===== src/rtl/alu_share_arb_if.sv =====
// alu_share_arb_if: request, shared-ALU and response signals of alu_share_arb.
//   req0_*/req1_* : valid/ready handshake plus op code and operands per requester
//   alu_a/alu_b   : operands to the functional units
//   alu_sel       : ALU result mux select
//   alu_result    : ALU result mux output
//   rsp_*         : tagged response handshake
// slave is the arbiter side; master is the issue/ALU/consumer side.
interface alu_share_arb_if #(
  parameter int unsigned WIDTH = 32
);
  logic             req0_valid;
  logic             req0_ready;
  logic [2:0]       req0_op;
  logic [WIDTH-1:0] req0_a;
  logic [WIDTH-1:0] req0_b;
  logic             req1_valid;
  logic             req1_ready;
  logic [2:0]       req1_op;
  logic [WIDTH-1:0] req1_a;
  logic [WIDTH-1:0] req1_b;
  logic [WIDTH-1:0] alu_a;
  logic [WIDTH-1:0] alu_b;
  logic [2:0]       alu_sel;
  logic [WIDTH-1:0] alu_result;
  logic             rsp_valid;
  logic             rsp_ready;
  logic             rsp_id;
  logic [WIDTH-1:0] rsp_data;

  modport slave (
    input  req0_valid, req0_op, req0_a, req0_b,
    input  req1_valid, req1_op, req1_a, req1_b,
    output req0_ready, req1_ready,
    output alu_a, alu_b, alu_sel,
    input  alu_result,
    output rsp_valid, rsp_id, rsp_data,
    input  rsp_ready
  );

  modport master (
    output req0_valid, req0_op, req0_a, req0_b,
    output req1_valid, req1_op, req1_a, req1_b,
    input  req0_ready, req1_ready,
    input  alu_a, alu_b, alu_sel,
    output alu_result,
    input  rsp_valid, rsp_id, rsp_data,
    output rsp_ready
  );
endinterface


===== src/rtl/alu_share_arb.sv =====
// alu_share_arb: grants one of two requesters access to a shared ALU, holds
// operands/select for the op latency (1 cycle, MUL_LAT cycles for op 7), then
// returns the captured mux output tagged with the requester id.
//   clk, rst_n : clock, asynchronous active-low reset
//   bus        : alu_share_arb_if.slave (requests, ALU operands/select/result,
//                response)
// Build option: define ALU_SHARE_ARB_PRIO_EN for fixed priority (requester 0
// wins ties); default build is round-robin.
module alu_share_arb #(
  parameter int unsigned WIDTH   = 32,
  parameter int unsigned MUL_LAT = 4
) (
  input  logic           clk,
  input  logic           rst_n,
  alu_share_arb_if.slave bus
);

  localparam int unsigned CNT_W  = (MUL_LAT > 1) ? $clog2(MUL_LAT) : 1;
  localparam logic [2:0]  OP_MUL = 3'd7;

  typedef enum logic [1:0] {IDLE, EXEC, RESP} state_t;

  state_t           state;
  logic [CNT_W-1:0] cnt;
`ifndef ALU_SHARE_ARB_PRIO_EN
  logic             last_grant;
`endif

  logic             grant0;
  logic             grant1;
  logic [2:0]       sel_op;
  logic [WIDTH-1:0] sel_a;
  logic [WIDTH-1:0] sel_b;

  // Grant decision, only while idle; ready is the grant itself.
  always_comb begin
    grant0 = 1'b0;
    grant1 = 1'b0;
    if (state == IDLE) begin
`ifdef ALU_SHARE_ARB_PRIO_EN
      grant0 = bus.req0_valid;
      grant1 = bus.req1_valid & ~bus.req0_valid;
`else
      if (bus.req0_valid && bus.req1_valid) begin
        grant0 = last_grant;
        grant1 = ~last_grant;
      end else begin
        grant0 = bus.req0_valid;
        grant1 = bus.req1_valid;
      end
`endif
    end
  end

  // Winner's payload.
  always_comb begin
    sel_op = bus.req0_op;
    sel_a  = bus.req0_a;
    sel_b  = bus.req0_b;
    if (grant1) begin
      sel_op = bus.req1_op;
      sel_a  = bus.req1_a;
      sel_b  = bus.req1_b;
    end
  end

  assign bus.req0_ready = grant0;
  assign bus.req1_ready = grant1;

  // Sequencer: grant -> hold ALU inputs for the op latency -> hold response.
  always_ff @(posedge clk or negedge rst_n) begin
    if (!rst_n) begin
      state         <= IDLE;
      cnt           <= '0;
      bus.alu_a     <= '0;
      bus.alu_b     <= '0;
      bus.alu_sel   <= '0;
      bus.rsp_valid <= 1'b0;
      bus.rsp_id    <= 1'b0;
      bus.rsp_data  <= '0;
`ifndef ALU_SHARE_ARB_PRIO_EN
      last_grant    <= 1'b1;
`endif
    end else begin
      case (state)
        IDLE: begin
          if (grant0 || grant1) begin
            bus.alu_sel <= sel_op;
            bus.alu_a   <= sel_a;
            bus.alu_b   <= sel_b;
            bus.rsp_id  <= grant1;
`ifndef ALU_SHARE_ARB_PRIO_EN
            last_grant  <= grant1;
`endif
            cnt         <= (sel_op == OP_MUL) ? CNT_W'(MUL_LAT - 1) : '0;
            state       <= EXEC;
          end
        end
        EXEC: begin
          if (cnt == '0) begin
            bus.rsp_data  <= bus.alu_result;
            bus.rsp_valid <= 1'b1;
            state         <= RESP;
          end else begin
            cnt <= cnt - CNT_W'(1);
          end
        end
        RESP: begin
          if (bus.rsp_ready) begin
            bus.rsp_valid <= 1'b0;
            state         <= IDLE;
          end
        end
        default: state <= IDLE;
      endcase
    end
  end

endmodule


===== src/flat_wrapper.sv =====
// flat-port wrapper written by rule: the top's interface ports become plain ports
module alu_share_arb_flat 
#(
  parameter int unsigned WIDTH   = 32,
  parameter int unsigned MUL_LAT = 4
)
  (clk, rst_n, bus_req0_valid, bus_req0_op, bus_req0_a, bus_req0_b, bus_req1_valid, bus_req1_op, bus_req1_a, bus_req1_b, bus_req0_ready, bus_req1_ready, bus_alu_a, bus_alu_b, bus_alu_sel, bus_alu_result, bus_rsp_valid, bus_rsp_id, bus_rsp_data, bus_rsp_ready);
  alu_share_arb_if #(.WIDTH(WIDTH)) bus_i ();
  input  logic clk;
  input  logic rst_n;
  input wire logic [$bits(bus_i.req0_valid)-1:0] bus_req0_valid;
  input wire logic [$bits(bus_i.req0_op)-1:0] bus_req0_op;
  input wire logic [$bits(bus_i.req0_a)-1:0] bus_req0_a;
  input wire logic [$bits(bus_i.req0_b)-1:0] bus_req0_b;
  input wire logic [$bits(bus_i.req1_valid)-1:0] bus_req1_valid;
  input wire logic [$bits(bus_i.req1_op)-1:0] bus_req1_op;
  input wire logic [$bits(bus_i.req1_a)-1:0] bus_req1_a;
  input wire logic [$bits(bus_i.req1_b)-1:0] bus_req1_b;
  output wire logic [$bits(bus_i.req0_ready)-1:0] bus_req0_ready;
  output wire logic [$bits(bus_i.req1_ready)-1:0] bus_req1_ready;
  output wire logic [$bits(bus_i.alu_a)-1:0] bus_alu_a;
  output wire logic [$bits(bus_i.alu_b)-1:0] bus_alu_b;
  output wire logic [$bits(bus_i.alu_sel)-1:0] bus_alu_sel;
  input wire logic [$bits(bus_i.alu_result)-1:0] bus_alu_result;
  output wire logic [$bits(bus_i.rsp_valid)-1:0] bus_rsp_valid;
  output wire logic [$bits(bus_i.rsp_id)-1:0] bus_rsp_id;
  output wire logic [$bits(bus_i.rsp_data)-1:0] bus_rsp_data;
  input wire logic [$bits(bus_i.rsp_ready)-1:0] bus_rsp_ready;
  assign bus_i.req0_valid = bus_req0_valid;
  assign bus_i.req0_op = bus_req0_op;
  assign bus_i.req0_a = bus_req0_a;
  assign bus_i.req0_b = bus_req0_b;
  assign bus_i.req1_valid = bus_req1_valid;
  assign bus_i.req1_op = bus_req1_op;
  assign bus_i.req1_a = bus_req1_a;
  assign bus_i.req1_b = bus_req1_b;
  assign bus_req0_ready = bus_i.req0_ready;
  assign bus_req1_ready = bus_i.req1_ready;
  assign bus_alu_a = bus_i.alu_a;
  assign bus_alu_b = bus_i.alu_b;
  assign bus_alu_sel = bus_i.alu_sel;
  assign bus_i.alu_result = bus_alu_result;
  assign bus_rsp_valid = bus_i.rsp_valid;
  assign bus_rsp_id = bus_i.rsp_id;
  assign bus_rsp_data = bus_i.rsp_data;
  assign bus_i.rsp_ready = bus_rsp_ready;
  alu_share_arb #(.WIDTH(WIDTH), .MUL_LAT(MUL_LAT)) u_core (.clk(clk), .rst_n(rst_n), .bus(bus_i));
endmodule

===== config.mk =====
export PLATFORM = sky130hd
export DESIGN_NAME = alu_share_arb_flat
export DESIGN_NICKNAME = d
export VERILOG_FILES = /design/src/rtl/alu_share_arb_if.sv /design/src/rtl/alu_share_arb.sv /design/src/flat_wrapper.sv
export SDC_FILE = /design/constraint.sdc
export NUM_CORES = 1
export LEC_CHECK = 0
export BUFFER_PORTS_ARGS = -buffer_cell sky130_fd_sc_hd__buf_2
export CAP_MARGIN = 20
export CORE_MARGIN = 2
export CORE_UTILIZATION = 44
export DETAILED_ROUTE_END_ITERATION = 7
export GPL_TIMING_DRIVEN = 0
export PLACE_DENSITY_LB_ADDON = 0.15
export SLEW_MARGIN = 20
export SYNTH_ARGS = -nofsm -noshare
export SYNTH_HDL_FRONTEND = slang
export SYNTH_SLANG_ARGS = --single-unit

===== constraint.sdc =====
create_clock -name clk -period 1.85 [get_ports clk]
set_clock_uncertainty 0.1 [all_clocks]
set_input_delay 0.37 -clock clk [delete_from_list [all_inputs] [get_ports clk]]
set_output_delay 0.37 -clock clk [all_outputs]
set_load 0.1 [all_outputs]

==> Word-level counts from Yosys, hierarchy flattened <==
Index checks and enable logic that the tools add are counted.
Widths: inputs -> output; s select.
{ "classes": {"addsub": 1, "eq_ne": 7, "muxes": 18, "n_bitwise": 1, "n_reduce_logical": 11} }
{ "op_table": {"columns": ["op", "n"], "rows": [
  ["$mux 32", 2],
  ["$mux 2", 6],
  ["$reduce_and 3->1", 3],
  ["$mux 1", 6],
  ["$ne 2x2->1 const B", 3],
  ["$pmux 2 s3", 1],
  ["$logic_not 2->1", 2],
  ["$pmux 2 s2", 1],
  ["$reduce_and 2->1", 2],
  ["$reduce_bool 2->1", 2],
  ["$eq 3x3->1 const B", 1],
  ["$mux 3", 1],
  ["$eq 2x1->1 const B", 1],
  ["$eq 2x2->1 const B", 1],
  ["$ne 2x1->1 const B", 1],
  ["$pmux 1 s2", 1],
  ["$sub 2x1->2 const B", 1],
  ["$logic_and 1x1->1", 1],
  ["$logic_or 1x1->1", 1],
  ["$not 1->1", 1]
]} }
{ "totals": {"reg_bits": 106, "input_bits": 171, "wordCells": 47} }

==> Depth between registers and ports, before layout <==
{ "logic_depth": {"ltp_word": 8, "ltp_mapped": 6, "depth_no_buf": 5} }

==> Worst setup path before layout <==
Ideal clock, no wire load.
{ "synth_path": {"path_kind": "register to output", "from": "register u_core.state[0]", "to": "output bus_req1_ready", "arrival_time_ns": 1.550, "required_ns": 1.380, "setup_slack_ns": -0.170, "path_stages_with_launch": 6, "cell_sequence": "dfrtp_1 > nor2_2 > nand3_2 > buf_6 > buf_6 > inv_1"} }
{ "synth_between": {"elab_chain_len": 2} }
{ "synth_rtl": {"columns": ["element", "line_no", "rtl"], "rows": [
  ["from (decl)", "alu_share_arb.sv:23", "state_t state;"],
  ["from (signal assigned)", "alu_share_arb.sv:73", "state <= IDLE;"],
  ["from (signal assigned)", "alu_share_arb.sv:96", "state <= EXEC;"],
  ["from (signal assigned)", "alu_share_arb.sv:103", "state <= RESP;"],
  ["$logic_not 2->1", "alu_share_arb.sv:39", "if (state == IDLE) begin"],
  ["$mux 1", "alu_share_arb.sv:39", null],
  ["to (decl)", "flat_wrapper.sv:20", "output wire logic [$bits(bus_i.req1_ready)-1:0] bus_req1_ready;"]
]} }
Every way passes these cells.

==> Final worst setup path <==
{ "layout_path": {"from": "register u_core.last_grant", "to": "output bus_req0_ready"} }
{ "layout_between": {"elab_chain_len": 2} }
{ "layout_rtl": {"columns": ["element", "line_no", "rtl"], "rows": [
  ["from (decl)", "alu_share_arb.sv:26", "logic last_grant;"],
  ["from (signal assigned)", "alu_share_arb.sv:93", "last_grant <= grant1;"],
  ["$mux 1", "alu_share_arb.sv:44", "if (bus.req0_valid && bus.req1_valid) begin"],
  ["$mux 1", "alu_share_arb.sv:39", null],
  ["to (decl)", "flat_wrapper.sv:19", "output wire logic [$bits(bus_i.req0_ready)-1:0] bus_req0_ready;"]
]} }
Every way passes these cells.

==> results by group <==
Clock network
  – Clock network latency to the later pin of the worst-skew pair: 0.35 ns
  – Maximum level of the CTS H-tree: 3
  – CTS tree: yes
  – Clk pin slew, worst setup/hold paths: 0.09 ns
  – Max Buffers Root-to-Sink: 2
  – Count of clock tree sinks: 106
  – Master cell of the clock root buffer: sky130_fd_sc_hd__clkbuf_8
  – Number of buffers created by CTS: 9

Cells and area
  – Final net count: 860
  – Relative area change from synthesis to final layout: 38.8%
  – Footprint of the multi-input gates: 0.00194 mm^2
  – Share of final-layout standard cells stronger than drive strength 1: 50.6%
  – Post-route core utilization: 62.0%
  – # diodes: 0
  – Storage element area: 0.00266 mm^2
  – Filler cell count: 898
  – Final Instance Area: 0.00663 mm^2

Place
  – Worst slack after detailed placement: -0.135 ns
  – Total placed instance area: 0.00635 mm^2
  – Port Buffer Count: 273
  – Placer's final routability congestion estimate: 0.791
  – Dpl hpwl: 9950 um

GRT
  – Gr ovfl total: 0
  – GRT Resource Usage Total: 21.7%
  – Largest net degree at the start of global routing: 59
  – Number of antenna violations at the first check in global routing: 0
  – Number of global-route vias before repair: 3997
  – Wire length of the first global-routing pass: 19600 um

Timing
  – Measured slew at the worst slew-check pin: 0.513 ns
  – Final worst slack: -0.00681 ns
  – Final hold viol count: 0
  – Max-slew violation count: 0
  – Time the final worst path needs with I/O delays and setup: 1.86 ns
  – Sum of negative setup slack: -0.00681 ns
  – Final setup violation count: 1
  – Setup repair after global routing missed its margin: true
  – Highest clock frequency the design can meet: 539 MHz
  – Final critical-path share of the clock period: 100%
  – Worst max-slew margin expressed relative to the limit: 65.8%

Critical path
  – Worst EP arrival: 1.39 ns
  – Capture point of the worst reg-to-reg path: u_core.bus.alu_b[3]$_DFFE_PN0P_
  – Minimum setup slack among reg-to-reg paths: 0.12 ns
  – Startpoint kind of the worst setup timing path: register
  – Critical path launch point: u_core.last_grant$_DFFE_PN1P_
  – Capturing element type of the critical path: primary output
  – Worst setup path class: register to primary output
  – Max Fanout on Critical Path: 3
  – Worst R2R Start: u_core.last_grant$_DFFE_PN1P_
  – R2r worst-path depth: 6
  – Critical Path RT: 1.38 ns

Die
  – Width of the chip: 108 um
  – Total die area: 0.0117 mm^2
  – Number of I/O pins: 274
  – Initial Util: 44.6%
  – DIE HEIGHT: 108 um
  – Placeable Area: 0.0107 mm^2
  – Row count: 38

Logic synthesis
  – Cell area after synthesis: 0.00477 mm^2
  – Top post-synthesis cells by count: sky130_fd_sc_hd__dfrtp_1 (105), sky130_fd_sc_hd__nand2_1 (74), sky130_fd_sc_hd__mux2i_1 (68)
  – Top-count cell post-synth: sky130_fd_sc_hd__dfrtp_1
  – Async set-or-reset flop fraction in the synthesized netlist: 100%
  – Syn Inst Count: 399
  – Post-synthesis sequential area ratio: 55.6%
  – Number of synthesized flops with an enable pin: 0
  – Top FF cell, synth: sky130_fd_sc_hd__dfrtp_1
  – Top cells by area, synth: sky130_fd_sc_hd__dfrtp_1 (55%), sky130_fd_sc_hd__mux2i_1 (14%), sky130_fd_sc_hd__mux2_4 (9.1%)
  – Number of warnings issued by yosys: 0
  – Library cell occupying the most area in the post-synthesis netlist: sky130_fd_sc_hd__dfrtp_1
  – Yosys reg bits: 106
  – Proportion of netlist area held by the largest area contributor: 55.0%
  – Net count of the mapped netlist: 571
  – Count of different cell masters after synthesis: 27
  – Synth Area per Inst: 12.0 um^2

Drt
  – TritonRoute pass-1 iters: 4
  – Remaining design rule violation count: 0
  – Sum of routed wire length over all layers: 12800 um
  – DR WL/cell: 15.4 um
  – Iter 0 DRT Violations: 173
  – Routed vias/inst: 4.85
  – Number of nets with antenna violations after detailed routing: 0
  – Vias: 4036

Min path
  – Worst Hold End: u_core.state[1]$_DFFE_PN0P_
  – Hold Path Stages: 2
  – Beginning of the worst hold path: bus_rsp_ready
  – Type of the worst min-delay path: input port to register

Status
  – Failing checks: negative setup slack
  – Result of the run: finished with violations

Job
  – Number of violations of the max-capacitance limit: 0
per-layer routing:
metal	vias to the layer above	track usage (%)	wire length [um]
met1	1899	27.1	5280
met5	-	0	0
met3	17	5.18	999
met2	175	37.5	6350
met4	0	6.50	188
li1	1945	-	-
registers in the layout, summed over array words and instances (netlist names):
name / count
u_core.bus.alu_a: 32
u_core.bus.rsp_id: 1
u_core.last_grant: 1
u_core.state: 2
u_core.cnt: 2
u_core.bus.alu_sel: 3
u_core.bus.alu_b: 32
u_core.bus.rsp_valid: 1
u_core.bus.rsp_data: 32
worst max-delay path by stage:
stage	to	depth (start not counted)
2_1_floorplan	bus_req1_ready	5
3_3_place_gp	u_core.bus.alu_b[27]$_DFFE_PN0P_	1
3_5_place_dp	bus_req1_ready	6
4_1_cts	bus_req1_ready	5
5_1_grt	bus_req0_ready	3
6_report	bus_req0_ready	3
timing repair:
| action | CTS | global route |
|---|---|---|
| pin swaps | 2 | 2 |
| hold buffers | 1 | 0 |
| buffers inserted | 5 | 0 |
| gates resized for setup | 14 | 2 |
| cloned | 0 | 0 |
| endpoints found under the setup margin | 2 | 3 |
| endpoints found under the hold margin | 48 | 0 |
final cells by class:
| type | count | share of cell area (%) |
|---|---|---|
| clock buffer | 12 | 2.19 |
| inverter | 4 | 0.283 |
| clock inverter | 4 | 0.774 |
| timing repair buffer | 280 | 22.3 |
| tap | 140 | 2.64 |
| sequential | 106 | 40.1 |
| multi-input combinational | 264 | 29.2 |
| buffer | 23 | 2.51 |
stage by stage:
step | hold slack, ns | cells
floorplan | -0.0256 | 399
global placement | 0.355 | 812
detailed placement | 0.242 | 813
CTS | 0.0692 | 834
global route | 0.0668 | 833
finish | 0.0925 | 833
logic make-up after synthesis:
| group | after synthesis | synth area share (%) |
|---|---|---|
| simple gates | 89 | 7.70 |
| buf+inv | 29 | 4.27 |
| mux | 100 | 24.1 |
| compound gates | 74 | 8.10 |
| flops | 106 | 55.6 |
| fa+ha+maj | 1 | 0.262 |
cells in the final DEF, fill, tap and decap left out, drive strengths merged, types with 3 or more instances in the layout:
master  instances
clkbuf         21
dfrtp         105
mux2i          68
nand2          75
inv             3
buf           293
mux2           32
o21ai          68
nor2            6
nand3           3
worst max-delay path: stages (launching register included):
cell                       delay (ns)
sky130_fd_sc_hd__dfstp_2         0.56
sky130_fd_sc_hd__nand2b_1        0.10
sky130_fd_sc_hd__and3_4          0.19
sky130_fd_sc_hd__buf_12          0.17
Power is not shown: default switching activity piles up to over one toggle a cycle in this logic, so the estimate is an artifact.
